### config.mk
export PLATFORM = sky130hd
export DESIGN_NAME = mips_lsu
export DESIGN_NICKNAME = d
export VERILOG_FILES = /design/src/rtl/mips_lsu.sv
export SDC_FILE = /design/constraint.sdc
export NUM_CORES = 1
export LEC_CHECK = 0
export BUFFER_PORTS_ARGS = -buffer_cell sky130_fd_sc_hd__buf_2
export CORE_MARGIN = 1
export CORE_UTILIZATION = 49
export CTS_CLUSTER_DIAMETER = 100
export DETAILED_ROUTE_END_ITERATION = 16
export PLACE_DENSITY_LB_ADDON = 0.1
export SLEW_MARGIN = 5
export SYNTH_ARGS = -nofsm -noshare
export SYNTH_HDL_FRONTEND = slang
export SYNTH_SLANG_ARGS = --single-unit
### constraint.sdc
create_clock -name clk -period 5.2 [get_ports clk]
set_clock_uncertainty 0.2 [all_clocks]
set_input_delay 1.56 -clock clk [delete_from_list [all_inputs] [get_ports clk]]
set_output_delay 1.56 -clock clk [all_outputs]
set_load 0.1 [all_outputs]
### src/rtl/mips_lsu.sv
// MIPS load/store unit: one access at a time between the CPU and a
// single-cycle-latency data RAM, with lane steering and load extension.
module mips_lsu #(
  parameter bit BIG_ENDIAN = 1'b0
) (
  input  logic        clk,
  input  logic        reset,
  input  logic        req_valid,
  output logic        req_ready,
  input  logic        req_write,
  input  logic [1:0]  req_size,
  input  logic        req_unsigned,
  input  logic [31:0] req_addr,
  input  logic [31:0] req_wdata,
  output logic        resp_valid,
  output logic [31:0] resp_rdata,
  output logic        resp_error,
  output logic [31:0] data_address,
  output logic        data_read,
  output logic        data_write,
  output logic [3:0]  byteenable,
  output logic [31:0] data_writedata,
  input  logic [31:0] data_readdata
);

  localparam logic [1:0] S_IDLE  = 2'd0;
  localparam logic [1:0] S_ISSUE = 2'd1;
  localparam logic [1:0] S_WAIT  = 2'd2;
  localparam logic [1:0] S_DONE  = 2'd3;

  logic [1:0]  r_state;
  logic [1:0]  r_off;
  logic [1:0]  r_size;
  logic        r_write;
  logic        r_uns;

  logic        w_accept;
  logic        w_err;
  logic [3:0]  w_be;
  logic [31:0] w_wd;
  logic [1:0]  w_lane_a;
  logic [1:0]  w_lane_b;
  logic [7:0]  w_byte_a;
  logic [7:0]  w_byte_b;
  logic [15:0] w_half;
  logic [31:0] w_load;

  // Byte offset to physical lane.
  function automatic logic [1:0] f_lane(input logic [1:0] off);
    return BIG_ENDIAN ? ~off : off;
  endfunction

  assign req_ready = (r_state == S_IDLE);
  assign w_accept  = req_valid && req_ready;

  // Alignment and size check on the live request.
  always_comb begin
    w_err = 1'b0;
    unique case (req_size)
      2'b00: w_err = 1'b0;
      2'b01: w_err = req_addr[0];
      2'b10: w_err = (req_addr[1:0] != 2'b00);
      2'b11: w_err = 1'b1;
    endcase
  end

  // Store lane enables and replicated write data.
  always_comb begin
    w_be = 4'b1111;
    w_wd = req_wdata;
    unique case (req_size)
      2'b00: begin
        w_be = 4'b0001 << f_lane(req_addr[1:0]);
        w_wd = {4{req_wdata[7:0]}};
      end
      2'b01: begin
        w_be = (4'b0001 << f_lane({req_addr[1], 1'b0}))
             | (4'b0001 << f_lane({req_addr[1], 1'b1}));
        w_wd = {2{req_wdata[15:0]}};
      end
      default: begin
        w_be = 4'b1111;
        w_wd = req_wdata;
      end
    endcase
  end

  // Lane a holds the addressed (lower-offset) byte, lane b the next one.
  assign w_lane_a = r_size[0] ? f_lane({r_off[1], 1'b0}) : f_lane(r_off);
  assign w_lane_b = f_lane({r_off[1], 1'b1});
  assign w_byte_a = data_readdata[{w_lane_a, 3'b000} +: 8];
  assign w_byte_b = data_readdata[{w_lane_b, 3'b000} +: 8];
  assign w_half   = BIG_ENDIAN ? {w_byte_a, w_byte_b} : {w_byte_b, w_byte_a};

  // Load extraction with sign or zero extension.
  always_comb begin
    w_load = data_readdata;
    unique case (r_size)
      2'b00: w_load = r_uns ? {24'b0, w_byte_a}
                            : {{24{w_byte_a[7]}}, w_byte_a};
      2'b01: w_load = r_uns ? {16'b0, w_half}
                            : {{16{w_half[15]}}, w_half};
      default: w_load = data_readdata;
    endcase
  end

  // Access sequencer and all registered RAM/response outputs.
  always_ff @(posedge clk or posedge reset) begin
    if (reset) begin
      r_state        <= S_IDLE;
      r_off          <= 2'b00;
      r_size         <= 2'b00;
      r_write        <= 1'b0;
      r_uns          <= 1'b0;
      resp_valid     <= 1'b0;
      resp_error     <= 1'b0;
      resp_rdata     <= 32'b0;
      data_address   <= 32'b0;
      data_read      <= 1'b0;
      data_write     <= 1'b0;
      byteenable     <= 4'b0000;
      data_writedata <= 32'b0;
    end else begin
      unique case (r_state)
        S_IDLE: begin
          if (w_accept) begin
            r_off   <= req_addr[1:0];
            r_size  <= req_size;
            r_write <= req_write;
            r_uns   <= req_unsigned;
            if (w_err) begin
              r_state    <= S_DONE;
              resp_valid <= 1'b1;
              resp_error <= 1'b1;
              resp_rdata <= 32'b0;
            end else begin
              r_state      <= S_ISSUE;
              data_address <= {req_addr[31:2], 2'b00};
              if (req_write) begin
                data_write     <= 1'b1;
                byteenable     <= w_be;
                data_writedata <= w_wd;
              end else begin
                data_read <= 1'b1;
              end
            end
          end
        end
        S_ISSUE: begin
          data_read  <= 1'b0;
          data_write <= 1'b0;
          byteenable <= 4'b0000;
          if (r_write) begin
            r_state    <= S_DONE;
            resp_valid <= 1'b1;
            resp_error <= 1'b0;
            resp_rdata <= 32'b0;
          end else begin
            r_state <= S_WAIT;
          end
        end
        S_WAIT: begin
          r_state    <= S_DONE;
          resp_valid <= 1'b1;
          resp_error <= 1'b0;
          resp_rdata <= w_load;
        end
        S_DONE: begin
          r_state    <= S_IDLE;
          resp_valid <= 1'b0;
          resp_error <= 1'b0;
        end
      endcase
    end
  end

endmodule

==> results by group <==
STA
  • Crit path time final: roughly 3800 ps
  • Final Setup Violations: 0
  • Achievable clock frequency: approximately 260 MHz
  • RSZ-0062 raised after global routing: false
  • Worst Tran Pin Value: 1159 ps
  • Relative slew slack: between 20% and 30%
  • Hold Violations, Final: 0
  • Fin crit share: 73.02%
  • Final hold slack: 282.4 ps
  • Slew Limit Fails: 0
  • Setup_tns: 0 ps

Routing
  • Total wire length after detailed routing: 13050 um
  • Via count: 4389
  • Wirelength per Cell: 16.39 um
  • DRC violations left: 0
  • Count of routing violations after the opening detailed-route iteration: between 300 and 400
  • TritonRoute pass-1 iters: 5
  • Detail-routed via count per cell: 5.514
  • Remaining number of nets flagged by the antenna check after routing: 0

Synthesis
  • Proportion of synthesized chip area in sequential cells: just over 50%
  • Total of warnings raised by yosys: 0
  • Flip-flop and latch count after synthesis: 110
  • Number of enable-type register cells in the synthesized netlist: 0
  • Most used flip-flop cell after synthesis: dfrtp_1
  • Post-synthesis cell type count: about 50
  • Avg Inst Size Synth: between 10 and 15 sq um
  • Cells after Synth: roughly 470
  • Asr flop ratio synth: 100.0%
  • Mapped cell area: 5346 sq um

Worst setup path
  • Largest fanout on the critical path: 31
  • Critical R2R Capture: resp_rdata[18]
  • Data required time at the worst endpoint: 5260 ps
  • Type of the setup path with the least slack: in -> reg
  • Ordered cell list for the critical path: buf_2 > a21oi_2 > o21ai_2 > buf_4 > and2_1 > mux2_2
  • Crit. Startpoint: req_size[1]
  • Sort of element at the end of the critical path: flip-flop
  • Slowest-stage cell, CP: and2_1
  • Worst Reg-to-Reg Cells: 4
  • Kind of launch point of the worst setup path: primary input
  • Highest cell delay on the worst timing path: between 700 and 800 ps
  • Critical R2R Launch: r_off[1]
  • Capturing element of the worst setup path: resp_rdata[0]
  • Flop2flop setup slack: 2230 ps
  • CP Data Arrival Time: just under 4000 ps

Floorplan
  • Total Die Area: 11330 sq um
  • I/O Pins: 208
  • Placement Rows: 37
  • Core footprint: 10460 sq um
  • Chip height: 106.5 um
  • Chip width: 106.5 um
  • Starting utilization of the core area: a little over 50%

Clock tree
  • Number of buffers created by CTS: 9
  • Number of clock sinks: between 100 and 150
  • Max Root-Sink Buffers: 2
  • Depth of the CTS H-tree: 3
  • Number of buffers inserted for hold repair after clock tree synthesis: 0
  • Clock tree from TritonCTS: built
  • Source-to-sink clock delay at the later pin of the worst-skew pair: approximately 360 ps
  • Number of buffers inserted by post-CTS setup repair: 0
  • Root Driver: clkbuf_8
  • Clock transition at the register clock pins on the worst setup and hold paths after CTS: 100 ps
  • Resized Gates After CTS: 0

Global routing
  • Initial antenna violation count: 0
  • GRT Overall Usage: a little under a quarter
  • Largest net degree at the start of global routing: 73
  • Via count of the first global-routing pass: 4320
  • Global-route wire length before repair: 21230 um
  • GRT overflow: 0

Flow run
  • Max-cap violation count: 0

Finish
  • Most common cell after layout, fill and taps aside: buf_2
  • FF/Latch Area: ~2800 sq um
  • Ratio of cells with drive above 1 in the final layout: 44.24%
  • Layout overhead on the synthesized area: 24.10%
  • Highest-count cells in the layout ignoring fill and taps: buf_2 (205), dfrtp_1 (110), mux2_2 (49)
  • Antenna cells: 0
  • Net count of the finished layout: between 700 and 800
  • Post-route core utilization: 63.42%
  • Multi-input logic area: 2367 sq um
  • Number of fill cells: approximately 900

Min path
  • Type of the worst min-delay path: reg -> reg

Placed design
  • Final weighted congestion of routability-driven global placement: 0.8744
  • Port bufs: 205
  • HPWL after detailed placement: around 9400 um

Status
  • Outcome: finished, final reports clean
==> layout make-up <==
type,instances,area share [%]
Clock buffer,10,1.923
Clock inverter,6,1.659
Inverter,9,0.5469
Multi-Input combinational cell,314,35.68
Sequential cell,110,41.49
Tap cell,136,2.565
Timing Repair Buffer,211,16.14
==> worst max-delay path: cells and delay by family <==
kind	cells	cell delay, ps
AOI/OAI and AO/OA	2	320
and+or+nand+nor	1	730
buffers and inverters	2	820
muxes	1	410
==> how the worst min path moves through the flow <==
| stage | from | end | slack [ps] | cells after the start |
|---|---|---|---|---|
| floorplan | r_write | r_write | 260 | 2 |
| global placement | data_writedata[31] | data_writedata[31] | 260 | 2 |
| detailed placement | data_writedata[22] | data_writedata[22] | 270 | 2 |
| CTS | data_writedata[22] | data_writedata[22] | 290 | 2 |
| global route | data_writedata[22] | data_writedata[22] | 300 | 2 |
| finish | data_writedata[22] | data_writedata[22] | 280 | 2 |
==> through the flow <==
stage	worst slack, ps	instances	instance area [sq um]
2_1_floorplan	537.7	469	5350
3_3_place_gp	1098	780	6397
3_5_place_dp	1026	780	6397
4_1_cts	1428	796	6635
5_1_grt	1280	796	6635
6_report	1403	796	6635
==> Yosys cell counts (all sizes together), types with 3 or more instances <==
library cell / instances / area share (%)
a21boi: 4 / 0.56
nand2: 30 / 2.2
nor2: 19 / 1.4
o22ai: 7 / 0.82
nor2b: 10 / 1.2
o2bb2ai: 17 / 2.8
mux2i: 35 / 6.6
a221oi: 7 / 1.1
o21ai: 42 / 4.0
a21oi: 21 / 2.0
nor4: 7 / 0.82
nand2b: 6 / 0.70
a211oi: 8 / 1.8
a31o: 3 / 0.49
o21bai: 3 / 0.70
buf: 21 / 2.6
nor3: 5 / 0.68
dfrtp: 110 / 51
ha: 5 / 1.2
inv: 9 / 0.63
clkbuf: 15 / 1.1
o211ai: 17 / 2.4
mux2: 49 / 10
==> flip-flops by register name (all words and copies together) (netlist names), 2 cells and up <==
name            count
r_size              2
data_writedata     32
byteenable          4
data_address       30
r_off               2
resp_rdata         32
r_state             2
==> metal layers <==
metal / vias to the layer above / GRT usage, % / wire length [um]
met1: 2095 / 33.21 / 5907
met2: 188 / 36.87 / 5892
met4: 0 / 7.632 / 245
met3: 22 / 6.009 / 1002
li1: 2084 / - / -
met5: - / 0 / 0
==> logic make-up after synthesis <==
logic type | Yosys count | synth area share (%)
AOI/OAI and AO/OA | 139 | 18.25
DFF | 110 | 51.49
muxes | 84 | 16.87
and+or+nand+nor | 84 | 7.840
buffers and inverters | 45 | 4.306
adders and majority gates | 5 | 1.170
other | 1 | 0.07014
Power is left out: the tool's default activity adds up to more than one toggle a clock period on the data nets, which glitch-free logic cannot reach.
